`src/rtl/boot_pkg.sv`:
```
// Shared types and constants for the UART boot-load sequencer.
// Imported by the sequencer top and its UART receiver.
package boot_pkg;

  typedef enum logic [3:0] {
    S_IDLE,
    S_RUN,
    S_SYNC,
    S_LEN0,
    S_LEN1,
    S_DATA,
    S_WRITE,
    S_CSUM,
    S_DONE,
    S_ERROR
  } boot_state_t;

  typedef enum logic [2:0] {
    R_IDLE,
    R_START,
    R_DATA,
    R_STOP,
    R_BREAK
  } rx_state_t;

  localparam logic [1:0] ERR_NONE = 2'd0;
  localparam logic [1:0] ERR_LINK = 2'd1;
  localparam logic [1:0] ERR_LEN  = 2'd2;
  localparam logic [1:0] ERR_CSUM = 2'd3;

  localparam logic [7:0] SYNC_BYTE = 8'hA5;

endpackage

```
`src/rtl/uart_rx.sv`:
```
// 8N1 UART receiver: 2-flop synchronizer, mid-bit sampling,
// one-cycle valid / framing-error pulses after the stop-bit sample.
module uart_rx
  import boot_pkg::*;
#(
  parameter int CLKS_PER_BIT = 434
) (
  input  logic       clock,
  input  logic       reset,
  input  logic       rx,
  output logic       o_valid,
  output logic [7:0] o_data,
  output logic       o_frame_err
);

  localparam int CW = $clog2(CLKS_PER_BIT);
  localparam logic [CW-1:0] FULL = CW'(CLKS_PER_BIT - 1);
  localparam logic [CW-1:0] HALF = CW'(CLKS_PER_BIT / 2 - 1);

  logic          sync1;
  logic          rx_s;
  rx_state_t     state;
  rx_state_t     state_n;
  logic [CW-1:0] cnt;
  logic [CW-1:0] cnt_n;
  logic [2:0]    idx;
  logic [2:0]    idx_n;
  logic [7:0]    sh;
  logic [7:0]    sh_n;
  logic          valid_n;
  logic          ferr_n;

  always_comb begin
    state_n = state;
    cnt_n   = cnt + CW'(1);
    idx_n   = idx;
    sh_n    = sh;
    valid_n = 1'b0;
    ferr_n  = 1'b0;
    unique case (state)
      R_IDLE: begin
        cnt_n = '0;
        if (!rx_s) state_n = R_START;
      end
      R_START: begin
        if (cnt == HALF) begin
          cnt_n   = '0;
          idx_n   = '0;
          state_n = rx_s ? R_IDLE : R_DATA;
        end
      end
      R_DATA: begin
        if (cnt == FULL) begin
          cnt_n = '0;
          sh_n  = {rx_s, sh[7:1]};
          idx_n = idx + 3'd1;
          if (idx == 3'd7) state_n = R_STOP;
        end
      end
      R_STOP: begin
        if (cnt == FULL) begin
          cnt_n   = '0;
          valid_n = rx_s;
          ferr_n  = !rx_s;
          state_n = rx_s ? R_IDLE : R_BREAK;
        end
      end
      R_BREAK: begin
        // a low stop bit leaves the line low; wait for idle before re-arming
        cnt_n = '0;
        if (rx_s) state_n = R_IDLE;
      end
      default: begin
        cnt_n   = '0;
        state_n = R_IDLE;
      end
    endcase
  end

  always_ff @(posedge clock) begin
    if (reset) begin
      sync1       <= 1'b1;
      rx_s        <= 1'b1;
      state       <= R_IDLE;
      cnt         <= '0;
      idx         <= '0;
      sh          <= '0;
      o_valid     <= 1'b0;
      o_frame_err <= 1'b0;
    end else begin
      sync1       <= rx;
      rx_s        <= sync1;
      state       <= state_n;
      cnt         <= cnt_n;
      idx         <= idx_n;
      sh          <= sh_n;
      o_valid     <= valid_n;
      o_frame_err <= ferr_n;
    end
  end

  assign o_data = sh;

endmodule

```
`src/rtl/uart_boot_ctrl.sv`:
```
// Boot-load sequencer: receives a framed image over UART, writes it
// to instruction memory, then releases the core from reset.
module uart_boot_ctrl
  import boot_pkg::*;
#(
  parameter int CLKS_PER_BIT   = 434,
  parameter int ADDR_W         = 10,
  parameter int MAX_WORDS      = 1024,
  parameter int TIMEOUT_CYCLES = 20 * CLKS_PER_BIT
) (
  input  logic              clock,
  input  logic              reset,
  input  logic              io_i_boot,
  input  logic              io_i_rx,
  output logic              o_cpu_hold,
  output logic              o_mem_req,
  output logic [ADDR_W-1:0] o_mem_addr,
  output logic [31:0]       o_mem_wdata,
  input  logic              i_mem_ack,
  output logic              o_busy,
  output logic              o_done,
  output logic [1:0]        o_err
);

  localparam int TW = $clog2(TIMEOUT_CYCLES + 1);

  boot_state_t   state;
  boot_state_t   state_n;
  logic [1:0]    err_n;

  logic          rx_v;
  logic [7:0]    rx_d;
  logic          rx_fe;

  logic          buf_full;
  logic [7:0]    buf_d;
  logic          byte_v;
  logic [7:0]    byte_d;

  logic [TW-1:0] tmr;
  logic          tmo;
  logic          tmr_clr;

  logic [7:0]    len_lo;
  logic [15:0]   len_full;
  logic          len_bad;
  logic [ADDR_W:0] len;
  logic [ADDR_W:0] wcnt;
  logic [ADDR_W:0] wcnt_inc;
  logic          last_word;
  logic [1:0]    bcnt;
  logic [7:0]    csum;

  logic          busy_st;
  logic          overrun;
  logic          link_err;
  logic          hit_sync;

  uart_rx #(
    .CLKS_PER_BIT(CLKS_PER_BIT)
  ) u_rx (
    .clock      (clock),
    .reset      (reset),
    .rx         (io_i_rx),
    .o_valid    (rx_v),
    .o_data     (rx_d),
    .o_frame_err(rx_fe)
  );

  assign busy_st = (state == S_LEN0) || (state == S_LEN1) ||
                   (state == S_DATA) || (state == S_WRITE) ||
                   (state == S_CSUM);

  // bytes are held back while a word is being written
  assign byte_v = (state != S_WRITE) && (buf_full || rx_v);
  assign byte_d = buf_full ? buf_d : rx_d;

  assign overrun  = (state == S_WRITE) && rx_v && buf_full;
  assign tmo      = (tmr == TW'(TIMEOUT_CYCLES));
  assign tmr_clr  = !busy_st || rx_v;
  assign link_err = busy_st && (rx_fe || overrun || tmo);

  assign hit_sync = ((state == S_SYNC) || (state == S_ERROR)) &&
                    byte_v && (byte_d == SYNC_BYTE);

  assign len_full  = {byte_d, len_lo};
  assign len_bad   = (len_full == 16'd0) ||
                     (len_full > 16'(MAX_WORDS));
  assign wcnt_inc  = wcnt + (ADDR_W+1)'(1);
  assign last_word = (wcnt_inc == len);

  always_comb begin
    state_n = state;
    err_n   = ERR_NONE;
    unique case (state)
      S_IDLE: state_n = io_i_boot ? S_SYNC : S_RUN;
      S_RUN:  state_n = S_RUN;
      S_DONE: state_n = S_DONE;
      S_SYNC, S_ERROR: begin
        if (hit_sync) state_n = S_LEN0;
      end
      S_LEN0: begin
        if (byte_v) state_n = S_LEN1;
      end
      S_LEN1: begin
        if (byte_v) begin
          if (len_bad) begin
            state_n = S_ERROR;
            err_n   = ERR_LEN;
          end else begin
            state_n = S_DATA;
          end
        end
      end
      S_DATA: begin
        if (byte_v && bcnt == 2'd3) state_n = S_WRITE;
      end
      S_WRITE: begin
        if (i_mem_ack) state_n = last_word ? S_CSUM : S_DATA;
      end
      S_CSUM: begin
        if (byte_v) begin
          if (byte_d == csum) begin
            state_n = S_DONE;
          end else begin
            state_n = S_ERROR;
            err_n   = ERR_CSUM;
          end
        end
      end
      default: state_n = S_IDLE;
    endcase
    if (link_err) begin
      state_n = S_ERROR;
      err_n   = ERR_LINK;
    end
  end

  always_ff @(posedge clock) begin
    if (reset) begin
      state       <= S_IDLE;
      buf_full    <= 1'b0;
      buf_d       <= '0;
      tmr         <= '0;
      len_lo      <= '0;
      len         <= '0;
      wcnt        <= '0;
      bcnt        <= '0;
      csum        <= '0;
      o_mem_addr  <= '0;
      o_mem_wdata <= '0;
      o_done      <= 1'b0;
      o_err       <= ERR_NONE;
    end else begin
      state <= state_n;

      if (tmr_clr) tmr <= '0;
      else if (!tmo) tmr <= tmr + TW'(1);

      if (state == S_WRITE) begin
        if (rx_v && !buf_full) begin
          buf_d    <= rx_d;
          buf_full <= 1'b1;
        end
      end else if (buf_full) begin
        if (rx_v) buf_d <= rx_d;
        else buf_full <= 1'b0;
      end
      if (state_n == S_ERROR) buf_full <= 1'b0;

      if (hit_sync) begin
        o_err      <= ERR_NONE;
        o_done     <= 1'b0;
        o_mem_addr <= '0;
        wcnt       <= '0;
        bcnt       <= '0;
        csum       <= '0;
      end

      if (state != S_ERROR && state_n == S_ERROR) o_err <= err_n;

      if (state == S_LEN0 && byte_v) len_lo <= byte_d;
      if (state == S_LEN1 && byte_v) len <= len_full[ADDR_W:0];

      if (state == S_DATA && byte_v) begin
        o_mem_wdata <= {byte_d, o_mem_wdata[31:8]};
        csum        <= csum + byte_d;
        bcnt        <= bcnt + 2'd1;
      end

      if (state == S_WRITE && i_mem_ack) begin
        wcnt <= wcnt_inc;
        if (!last_word) o_mem_addr <= o_mem_addr + ADDR_W'(1);
      end

      if (state == S_CSUM && state_n == S_DONE) o_done <= 1'b1;
    end
  end

  assign o_cpu_hold = !((state == S_RUN) || (state == S_DONE));
  assign o_mem_req  = (state == S_WRITE);
  assign o_busy     = busy_st;

endmodule
```
`config.mk`:
```
export PLATFORM = sky130hd
export DESIGN_NAME = uart_boot_ctrl
export DESIGN_NICKNAME = d
export VERILOG_FILES = /design/src/rtl/boot_pkg.sv /design/src/rtl/uart_rx.sv /design/src/rtl/uart_boot_ctrl.sv
export SDC_FILE = /design/constraint.sdc
export NUM_CORES = 1
export LEC_CHECK = 0
export BUFFER_PORTS_ARGS = -buffer_cell sky130_fd_sc_hd__buf_2
export CAP_MARGIN = 0
export CORE_MARGIN = 4
export CORE_UTILIZATION = 60
export DETAILED_ROUTE_END_ITERATION = 7
export PLACE_DENSITY_LB_ADDON = 0.12
export SLEW_MARGIN = 20
export SYNTH_ARGS = -nofsm -noshare
export SYNTH_HDL_FRONTEND = slang
export SYNTH_SLANG_ARGS = --single-unit
```
`constraint.sdc`:
```
create_clock -name clock -period 3.6 [get_ports clock]
set_clock_uncertainty 0.2 [all_clocks]
set_input_delay 0.72 -clock clock [delete_from_list [all_inputs] [get_ports clock]]
set_output_delay 0.72 -clock clock [all_outputs]
set_load 0.1 [all_outputs]
```
* Yosys cells after proc, flatten, opt, wreduce, memory -nomap -nowiden *
Index checks and enable logic that the tools add are counted.

word-level totals
  memory bits (writable) = 0
  memories kept = 0
  register bits after elaboration = 139
  memory bits (read-only) = 0
  bits of input ports = 5
  bits in latches = 0

cells by class
  order comparisons = 1
  reduce and logical (&&, ||, !) cells = 48
  multiplexer cells = 54
  add/sub/neg operators = 7
  shifts and indexed selects = 0
  multiply operators = 0
  divide/modulo/power cells = 0
  bitwise logic cells = 2
  equal/unequal tests = 32

operators by type and width
  cell                                                              count
  2-to-1 mux 8 bit                                                  7
  case mux 4 bit (9 select lines)                                   1
  2-to-1 mux 4 bit                                                  8
  2-to-1 mux 10 bit                                                 3
  2-to-1 mux 3 bit                                                  9
  2-to-1 mux 11 bit                                                 2
  2-to-1 mux 2 bit                                                  11
  2-to-1 mux 9 bit                                                  2
  case mux 9 bit (2 select lines)                                   1
  equality test 4 x 3 -> 1 bit (second input constant)              4
  equality test 4 bit (second input constant)                       4
  greater-than comparator 16 x 11 -> 1 bit (second input constant)  1
  zero test 16 bit                                                  1
  case mux 3 bit (5 select lines)                                   1
  adder 14 x 1 -> 14 bit (second input constant)                    1
  equality test 14 bit (second input constant)                      1
  logical AND 1 bit                                                 14
  nonzero test 2 bit                                                7
  != test 2 x 1 -> 1 bit (second input constant)                    6
  adder 11 x 1 -> 11 bit (second input constant)                    1
  equality test 11 bit                                              1
  logical OR 1 bit                                                  11
  adder 10 x 1 -> 10 bit (second input constant)                    1
  adder 9 x 1 -> 9 bit (second input constant)                      1
  28 further kinds                                                  45

* Logic depth before layout (Yosys ltp) *
Gate-level depths: netlist of run 1.

  depth after elaboration = 10
  mapped depth = 12
  mapped depth without buffers = 11

* Hierarchy *
From an unflattened synthesis of run 1, not the netlist that was laid out.

unflattened totals
  cell total of the unflattened synthesis = 790
  area total of the unflattened synthesis = 6658.9 sq um

by module, submodules not included
  module          sequential area each (sq um)  cells an instance  times used  area each (sq um)
  uart_boot_ctrl  2242.2                        670                1           5480.3
  uart_rx         540.5                         120                1           1178.6

* Least setup slack after synthesis of run 1 *
Ideal clock, no wire load.

  path type = reg-to-reg
  start point = register state[2]
  end point = register o_err[0]
  buffers on the path = 1
  data required time = 3284 ps
  cell stages (with the launch flop) = 9
  path slack = 269 ps
  arrival time = 3015 ps
  path through = dfxtp_1 -> clkbuf_1 -> a21oi_1 -> nor2_1 -> o21ai_0 -> o31ai_1 -> a211o_1 -> nand3_1 -> a31o_1

on the way
  word-level cells in the longest chain between the ends = 10
  elaborated cells between the ends (all ways) = 43
  classes of those cells = eq/ne: 12; mux: 13; reduce/logical: 18

ends and longest elaborated chain
  item                                                                          line                   source
  from (decl)                                                                   uart_boot_ctrl.sv:27   boot_state_t state;
  from (signal assigned)                                                        uart_boot_ctrl.sv:155  state <= state_n;
  equality test 4 x 2 -> 1 bit or equality test 4 x 3 -> 1 bit (tied branches)  uart_boot_ctrl.sv:70   assign busy_st = (state == S_LEN0) || (state == S_LEN1) ||
  logical OR 1 bit (2 in series)                                                uart_boot_ctrl.sv:70
  logical OR 1 bit                                                              uart_boot_ctrl.sv:71   (state == S_DATA) || (state == S_WRITE) ||
  logical OR 1 bit (*)                                                          uart_boot_ctrl.sv:71
  named net o_busy                                                              uart_boot_ctrl.sv:20   output logic o_busy,
  logical AND 1 bit (*)                                                         uart_boot_ctrl.sv:81   assign link_err = busy_st && (rx_fe || overrun || tmo);
  2-to-1 mux 4 bit                                                              uart_boot_ctrl.sv:133  if (link_err) begin
  equality test 4 bit                                                           uart_boot_ctrl.sv:180  if (state != S_ERROR && state_n == S_ERROR) o_err <= err_n;
  logical AND 1 bit                                                             uart_boot_ctrl.sv:180
  2-to-1 mux 2 bit or nonzero test 2 bit (tied branches)                        -
  to (signal assigned)                                                          uart_boot_ctrl.sv:180
  to (decl)                                                                     uart_boot_ctrl.sv:22   output logic [1:0] o_err

The timed path passes the listed nets; every way through them passes the cells marked *.
A chain may end at the register's enable or synchronous reset.

* Final worst setup path of run 1 *
  start point = register buf_full
  end point = register buf_full

on the way
  word-level cells in the longest chain between the ends = 9
  elaborated cells between the ends (all ways) = 31
  classes of those cells = order compare: 1; eq/ne: 4; mux: 12; reduce/logical: 14

ends and longest elaborated chain
  item                                                                          line                                        source
  from (decl)                                                                   uart_boot_ctrl.sv:35                        logic buf_full;
  from (signal assigned)                                                        uart_boot_ctrl.sv:142                       buf_full <= 1'b0;
  from (signal assigned)                                                        uart_boot_ctrl.sv:163                       buf_full <= 1'b1;
  from (signal assigned)                                                        uart_boot_ctrl.sv:167                       else buf_full <= 1'b0;
  2-to-1 mux 8 bit (*)                                                          uart_boot_ctrl.sv:76                        assign byte_d = buf_full ? buf_d : rx_d;
  named net byte_d[4]                                                           uart_boot_ctrl.sv:38                        logic [7:0] byte_d;
  greater-than comparator 16 x 11 -> 1 bit or zero test 16 bit (tied branches)  uart_boot_ctrl.sv:88, uart_boot_ctrl.sv:87
  logical OR 1 bit                                                              uart_boot_ctrl.sv:87                        assign len_bad = (len_full == 16'd0) ||
  2-to-1 mux 4 bit                                                              uart_boot_ctrl.sv:107                       if (len_bad) begin
  2-to-1 mux 4 bit                                                              uart_boot_ctrl.sv:106                       if (byte_v) begin
  case mux 4 bit (9 select lines) (*)                                           uart_boot_ctrl.sv:95                        unique case (state)
  2-to-1 mux 4 bit (*)                                                          uart_boot_ctrl.sv:133
  equality test 4 bit (*)                                                       uart_boot_ctrl.sv:169                       if (state_n == S_ERROR) buf_full <= 1'b0;
  OR reduction 2 bit (no line) (*)                                              -

Marks and branches as above.

==> results of run 1 <==
==> cell usage after synthesis, types with 2 or more instances <==
cell	instances	area, sq um
or3_1	5	31.3
o21ai_0	23	115
a31o_1	2	17.5
ha_1	17	213
nor4b_1	2	17.5
a211oi_1	21	158
nand4_1	9	56.3
nand4b_1	7	61.3
o21a_1	2	15.0
o211ai_1	2	15.0
nor2_1	107	402
xor2_1	21	184
or2_2	4	25.0
nand2b_1	6	37.5
o22ai_1	2	12.5
a31oi_1	2	12.5
buf_1	2	7.51
and3_1	11	68.8
nor4bb_1	2	20.0
inv_1	24	90.1
clkbuf_1	36	135
nand3_1	28	140
and2_1	5	31.3
nand3b_1	4	30.0
nor2b_1	6	37.5
mux2i_1	35	350
a2111oi_0	6	52.6
dfxtp_1	139	2780
or4_1	7	52.6
a21o_1	8	60.1
a21oi_1	61	305
nand2_1	90	338
nor4_2	2	25.0
nor3_1	19	95.1
mux2_2	2	22.5
nor4_1	11	68.8
nor3b_1	3	22.5
a22oi_1	5	37.5
xnor2_1	20	175
o21bai_1	3	22.5
buf_2	13	65.1
a211o_1	2	17.5
o31ai_1	2	15.0
==> worst max path at each step <==
stage / cells after the start / end / from / slack, ns
2_1_floorplan: 8 / o_err[0] / state[2] / 0.27
3_3_place_gp: 9 / buf_full / buf_full / 0.45
3_5_place_dp: 9 / buf_full / buf_full / 0.38
4_1_cts: 9 / buf_full / buf_full / 0.35
5_1_grt: 9 / buf_full / buf_full / 0.04
6_report: 9 / buf_full / buf_full / 0.24
==> state kept, by name (all words and copies together) (netlist names) <==
register and cells:
tmr 14, u_rx.cnt 9, bcnt 2, csum 8, len 11, o_err 2, u_rx.o_frame_err 1, buf_d 8
u_rx.o_data 8, u_rx.rx_s 1, o_mem_addr 10, wcnt 11, buf_full 1, u_rx.o_valid 1, u_rx.sync1 1, len_lo 8
o_done 1, u_rx.state 3, state 4, u_rx.idx 3, o_mem_wdata 32
==> through the flow <==
| step | utilization | worst slack, ns | hold WS (ns) | instances |
|---|---|---|---|---|
| 2_1_floorplan | - | 0.269 | 0.189 | 801 |
| 3_3_place_gp | 0.647 | 0.451 | 0.195 | 958 |
| 3_5_place_dp | 0.647 | 0.384 | 0.209 | 958 |
| 4_1_cts | 0.698 | 0.346 | 0.151 | 989 |
| 5_1_grt | 0.698 | 0.0397 | 0.156 | 989 |
| 6_report | 0.698 | 0.243 | 0.169 | 989 |
==> final cells by class <==
class | instances | area, sq um
Clock buffer | 19 | 432
Clock inverter | 12 | 118
Fill cell | 865 | 3290
Inverter | 24 | 90.1
Multi-Input combinational cell | 587 | 3610
Sequential cell | 139 | 2780
Tap cell | 140 | 175
Timing Repair Buffer | 68 | 383
==> metal layers <==
| layer | routed length, microns | GRT usage | vias to the layer above |
|---|---|---|---|
| met5 | 0 | 0 | - |
| met4 | 166 | 0.0689 | 0 |
| met3 | 787 | 0.0737 | 16 |
| met2 | 6950 | 0.386 | 152 |
| met1 | 6860 | 0.306 | 2733 |
| li1 | - | - | 2897 |
==> cells by family after synthesis <==
group	synth area share
simple gates	0.245
compound gates	0.149
flops	0.416
buf+inv	0.0446
xor+xnor	0.0537
mux	0.0558
fa+ha+maj	0.0348
==> report_power, final <==
| group | switching [mW] | total, mW | internal (mW) | leakage [nW] |
|---|---|---|---|---|
| clock network | 0.673 | 1.61 | 0.937 | 0.257 |
| registers | 0.00739 | 1.55 | 1.54 | 1.12 |
| logic | 0.0602 | 0.0823 | 0.0220 | 1.55 |
| total | 0.741 | 3.24 | 2.50 | 2.93 |
==> results_dict.tcl, run 1 <==
set metrics [dict create \
    p_total_mw 3.24 \
    io_pins 53 \
    grt_max_degree 80 \
    crit_fanout 14 \
    min_path_cells 2 \
    numCtsBuffers 17 \
    arrival_ns 3.59 \
    syn_nets 824 \
    ys_warn_count 0 \
    core_sq_um 10900 \
    vias 5798 \
    fin_area_sq_um 7590 \
    drv_slew 0 \
    ys_seq_area_frac 0.416 \
    cts_buffer_depth 2 \
    hold_viol 0 \
    grt_pass1_vias 5439 \
    viasPerCell 5.86 \
    crit_required_ns 3.83 \
    finalNetCount 860 \
    hold_buffers 0 \
    whs_endpoint "u_rx.sync1" \
    critPathCaptureType "flop" \
    hp-class "primary input to flop" \
    cpMaxStageDelayCell "dfxtp_1" \
    max_slew_margin 0.469 \
    die_w_microns 114 \
    die_h_microns 114 \
    final_cell_mix "139 x dfxtp_1, 107 x nor2_1, 90 x nand2_1" \
    crit_family "simple AND/OR/NAND/NOR gates" \
    drc 0 \
    cp_cell_sequence "mux2i_1, inv_1, ha_1, nor4_1, nand2_1, o21ai_1, nand2_1, or3_1, a221oi_1" \
    cts_tree "yes" \
    synth_edf_count 0 \
    ir_drop_uv 570 \
    final_antenna_net_count 0 \
    fin_tns_setup_ns 0 \
    totalWireLength_mm 14.8 \
    timing.final.crit_share 0.933 \
    ys.flop_type "dfxtp_1" \
    maxCapViolations 0 \
    first_pass_iters 5 \
    power_density_nw_per_um2 427 \
    grt_first_pass_wirelength_mm 25.3 \
    rr_worst_depth 9 \
    start_util 0.614 \
    tightest_slew_ns 0.774 \
    antenna_found_initial 0 \
    insertion_delay_ns 0.53 \
    status "completed" \
    placed_area_sq_um 7050 \
    clock-sinks 139 \
    worst-path-buf-inv 1 \
    setup_viol 0 \
    final_common_cell "dfxtp_1" \
    die-area_sq_um 12900 \
    synth-seq-cells 139 \
    ys_types 66 \
    r2r_slack_ns 0.24 \
    worstSetupPathType "flop to flop" \
    cts-htree-levels 4 \
    layout-drive-gt1-share 0.133 \
    dp_hpwl_mm 10.0 \
    root_buffer "clkbuf_8" \
    synthesis.area_sq_um 6680 \
    syn_avg_cell_area_sq_um 8.34 \
    cp_slowest_stage_delay_ns 0.72 \
    clk_pin_slew_ns 0.06 \
    avgRoutedWirePerCell_microns 14.9 \
    grt.overflow.total 0 \
    reg2reg_to "buf_full" \
    rr_startpoint "buf_full" \
    synthArstFlopShare 0 \
    dr.first_iter.drc_count 567 \
    place_congestion 0.899 \
    antennaDiodeCount 0 \
    worstHoldStart "io_i_rx" \
    rsz0062_at_grt "false" \
    total_leakage_power_nw 2.93 \
    cts_resized 0 \
    finalCriticalPeriod_ns 3.36 \
    cp_common_cell "nand2_1" \
    syn_inst 801 \
    crit_path_start_kind "flop" \
    row_count 38 \
    track_usage 0.238 \
    syn_to_final_growth_pct 13.6 \
    max_clock_freq_ghz 0.298 \
    cts_setup_buffers 0 \
    io_buffers 52 \
]
Power figures use the tool's default switching activity.
==> inputs of run 2 (changes only) <==
Settings changed: ABC_AREA set to 0, CORE_UTILIZATION 60 to 50.
==> run 2 against run 1 <==
Effect of this change:
- critical path depth fell by 3
- design area rose by 0.94%
- routed wire length up 3.8%
- clock power about the same
- clock-buffer cell count is the same
- fmax increased by 5.9%
- critical endpoint unchanged
- highest routed layer unchanged
==> results_dict.tcl, run 2 (same netlist as run 1, synthesis figures left out) <==
set metrics [dict create \
    status "completed" \
    clk_pin_slew_ns 0.06 \
    dr.first_iter.drc_count 466 \
    layout-drive-gt1-share 0.135 \
    reg_top3 "o_mem_wdata x32, tmr x14" \
    cp_cell_sequence "nor4bb_1, buf_4, nand2_1, nand2_1, or3_1, a221oi_1" \
    place_congestion 0.939 \
    timing.final.crit_share 0.881 \
    intPower_mw 2.52 \
    power_density_nw_per_um2 425 \
    holdWs_ns 0.217 \
    syn_to_final_growth_pct 14.7 \
    die_w_microns 124 \
    grt_first_pass_wirelength_mm 25.5 \
    antenna_found_initial 0 \
    place_inst 992 \
    cts_tree "yes" \
    n_fill_cell 1159 \
    first_pass_iters 6 \
    finalNetCount 862 \
    largest_reg_flops 32 \
    swShare 0.227 \
    cpMaxStageDelayCell "dfxtp_1" \
    core_sq_um 12900 \
    clock-sinks 139 \
    fin_tns_setup_ns 0 \
    utilization 0.595 \
    hold_viol 0 \
    rsz0062_at_grt "false" \
    die_h_microns 124 \
    max_clock_freq_ghz 0.315 \
    avgRoutedWirePerCell_microns 15.0 \
    io_buffers 52 \
    row_count 41 \
    totalWireLength_mm 15.3 \
    cts-htree-levels 4 \
    start_util 0.519 \
    insertion_delay_ns 0.42 \
    crit_fanout 23 \
    pwr-share-clk 0.498 \
    crit_required_ns 3.72 \
    drv_slew 0 \
    io_pins 53 \
    placed_area_sq_um 7110 \
    grt.overflow.total 0 \
    final_cell_mix "138 x dfxtp_1, 107 x nor2_1, 90 x nand2_1" \
    fin_area_sq_um 7670 \
    root_buffer "clkbuf_16" \
    largest_register "o_mem_wdata" \
    final_common_cell "dfxtp_1" \
    vias 5837 \
    cp_common_cell "nand2_1" \
    track_usage 0.207 \
    critPathCaptureType "flop" \
    power_switching_uw 738 \
    cts_buffer_depth 2 \
    antennaDiodeCount 0 \
    dp_hpwl_mm 10.4 \
    cts_setup_buffers 0 \
    combPwrFrac 0.026 \
    setup_viol 0 \
    final_antenna_net_count 0 \
    max_slew_margin 0.501 \
    total_leakage_power_nw 2.94 \
    cp_slowest_stage_delay_ns 0.67 \
    ir_drop_uv 313 \
    numCtsBuffers 17 \
    die-area_sq_um 15300 \
    tightest_slew_ns 0.747 \
    worstSetupPathType "flop to flop" \
    cts_resized 0 \
    arrival_ns 3.29 \
    seq_power_share 0.476 \
    drc 0 \
    maxCapViolations 0 \
    grt_pass1_vias 5384 \
    fin_cells 1023 \
    hold_buffers 0 \
    finalCriticalPeriod_ns 3.17 \
    hp-class "flop to flop" \
    viasPerCell 5.71 \
    crit_path_start_kind "flop" \
    grt_max_degree 62 \
]
run 2: layout make-up:
class / count / area, sq um / share of cell area
Clock buffer: 19 / 433 / 0.0565
Clock inverter: 12 / 119 / 0.0155
Inverter: 24 / 90.1 / 0.0118
Multi-Input combinational cell: 587 / 3610 / 0.472
Sequential cell: 139 / 2780 / 0.363
Tap cell: 172 / 215 / 0.0281
Timing Repair Buffer: 70 / 410 / 0.0535
run 2: layer usage:
| layer | GRT usage | share of wire | up-vias |
|---|---|---|---|
| met4 | 0.0734 | 0.018 | 0 |
| met1 | 0.274 | 0.47 | 2747 |
| met3 | 0.0513 | 0.052 | 29 |
| met2 | 0.327 | 0.46 | 158 |
| li1 | - | - | 2903 |
| met5 | 0 | 0 | - |
run 2: worst paths after layout:
kind,start,to,slack (ns),cells after the start
hold reg to reg,u_rx.sync1,u_rx.rx_s,0.22,1
setup / recovery,state[0],buf_full,0.43,6
setup reg to reg,state[0],buf_full,0.43,6
hold / removal,u_rx.sync1,u_rx.rx_s,0.22,1
run 2: power by group through the flow:
stage | Sequential (mW) | Combinational, mW | Clock, mW
6_report | 1.55 | 0.0842 | 1.62
2_1_floorplan | 1.58 | 0.0672 | 0
4_1_cts | 1.55 | 0.0842 | 1.66
3_5_place_dp | 1.58 | 0.0840 | 0
5_1_grt | 1.55 | 0.0927 | 1.74
3_3_place_gp | 1.58 | 0.0823 | 0
run 2: per-stage QoR:
stage	setup slack [ns]	total power, mW
after CTS	0.334	3.29
after detailed placement	0.359	1.67
after global placement	0.469	1.67
after global routing	0.164	3.38
after floorplan	0.269	1.65
final	0.428	3.26
run 2: worst max-delay path: cells and delay by family, from the launching register on:
kind                   cells  cell delay (ns)
buffers and inverters      1             0.19
and+or+nand+nor            4             1.75
AOI/OAI and AO/OA          1             0.26
DFF                        1             0.67
==> inputs of run 3 (changes only) <==
Settings changed: CTS_BUF_LIST set to sky130_fd_sc_hd__clkbuf_4 sky130_fd_sc_hd__clkbuf_8.
==> run 3 against run 2 <==
Effect of this change:
- register-to-register slack lost 0.03 ns
- sequential cell count is the same
- critical path depth grew 1
- combinational power is essentially flat
- worst hold slack gained 0.0044 ns
- routed wire length shrank 1.3%
- via count shrank 1.4%
- die area is the same
- core utilization shrank 1.4 points
- final cell count is the same
- sequential share of layout area grew 0.89 points
- clock-buffer cell count is the same
- largest cell class unchanged
==> results_dict.tcl, run 3 (same netlist as run 1, synthesis figures left out) <==
set metrics [dict create \
    die_h_microns 124 \
    largest_reg_flops 32 \
    syn_to_final_growth_pct 12.0 \
    cts_setup_buffers 0 \
    critPathCaptureType "flop" \
    arrival_ns 3.33 \
    n_fill_cell 1197 \
    cts_tree "yes" \
    io_pins 53 \
    die_w_microns 124 \
    timing.final.crit_share 0.888 \
    crit_required_ns 3.74 \
    cts_buffer_depth 2 \
    status "completed" \
    cts-htree-levels 4 \
    holdWs_ns 0.222 \
    insertion_delay_ns 0.44 \
    fin_tns_setup_ns 0 \
    grt.overflow.total 0 \
    place_inst 992 \
    crit_fanout 23 \
    io_buffers 52 \
    place_congestion 0.939 \
    setup_viol 0 \
    layout-drive-gt1-share 0.137 \
    antenna_found_initial 0 \
    final_common_cell "dfxtp_1" \
    grt_first_pass_wirelength_mm 25.2 \
    vias 5755 \
    largest_register "o_mem_wdata" \
    antennaDiodeCount 0 \
    placed_area_sq_um 7110 \
    start_util 0.519 \
    dp_hpwl_mm 10.4 \
    finalCriticalPeriod_ns 3.20 \
    pwr-share-clk 0.419 \
    seq_power_share 0.551 \
    ir_drop_uv 232 \
    rsz0062_at_grt "false" \
    hold_viol 0 \
    drv_slew 0 \
    numCtsBuffers 17 \
    intPower_mw 2.13 \
    combPwrFrac 0.030 \
    tightest_slew_ns 0.764 \
    maxCapViolations 0 \
    power_switching_uw 682 \
    fin_area_sq_um 7480 \
    track_usage 0.205 \
    crit_path_start_kind "flop" \
    power_density_nw_per_um2 375 \
    avgRoutedWirePerCell_microns 14.8 \
    worstSetupPathType "flop to flop" \
    dr.first_iter.drc_count 472 \
    grt_max_degree 62 \
    max_clock_freq_ghz 0.313 \
    max_slew_margin 0.489 \
    hp-class "flop to flop" \
    first_pass_iters 5 \
    finalNetCount 862 \
    die-area_sq_um 15300 \
    root_buffer "clkbuf_8" \
    reg_top3 "o_mem_wdata x32, tmr x14" \
    viasPerCell 5.63 \
    final_antenna_net_count 0 \
    clock-sinks 139 \
    final_cell_mix "138 x dfxtp_1, 107 x nor2_1, 90 x nand2_1" \
    row_count 41 \
    drc 0 \
    clk_pin_slew_ns 0.08 \
    total_leakage_power_nw 2.86 \
    totalWireLength_mm 15.1 \
    swShare 0.243 \
    fin_cells 1023 \
    core_sq_um 12900 \
    grt_pass1_vias 5299 \
]
[run 3: final timing paths]
check,startpoint,slack [ns],to,depth (start not counted)
setup / recovery,state[0],0.40,o_err[1],7
hold / removal,u_rx.sync1,0.22,u_rx.rx_s,1
setup reg to reg,state[0],0.40,o_err[1],7
hold reg to reg,u_rx.sync1,0.22,u_rx.rx_s,1
[run 3: area by class of cell]
class                           count  area (sq um)  share of cell area
Clock inverter                     12           119              0.0159
Inverter                           24          90.1              0.0120
Tap cell                          172           215              0.0288
Multi-Input combinational cell    587          3610               0.483
Timing Repair Buffer               70           410              0.0548
Sequential cell                   139          2780               0.372
Clock buffer                       19           249              0.0333
[run 3: power groups by stage]
stage	Combinational, mW	Sequential, mW	Clock [mW]
floorplan	0.0672	1.58	0
global placement	0.0823	1.58	0
detailed placement	0.0840	1.58	0
CTS	0.0841	1.55	1.21
global route	0.0926	1.55	1.29
finish	0.0844	1.55	1.18
[run 3: critical path, cell delays in order, from the launching register on]
cell	delay, ns
dfxtp_1	0.49
nor4bb_1	0.66
buf_4	0.23
nand2_1	0.44
nand2_1	0.52
or3_1	0.22
nand3_1	0.10
a31o_1	0.22
[run 3: metal layers]
metal  vias up  part of all wire  track usage
li1       2895                 -            -
met4         0             0.018       0.0754
met2       129              0.46        0.316
met3        25             0.047       0.0559
met5         -                 0            0
met1      2706              0.47        0.275
[run 3: timing repair]
action | in CTS | in global routing
gates resized for setup | 0 | 1
hold buffers | 0 | 0
endpoints found under the setup margin | 0 | 1
[run 3: per-stage QoR]
stage	utilization	total power [mW]	setup WS, ns
after floorplan	-	1.65	0.269
after global placement	0.552	1.67	0.469
after detailed placement	0.552	1.67	0.359
after CTS	0.581	2.85	0.332
after global routing	0.581	2.93	0.170
final	0.581	2.81	0.402
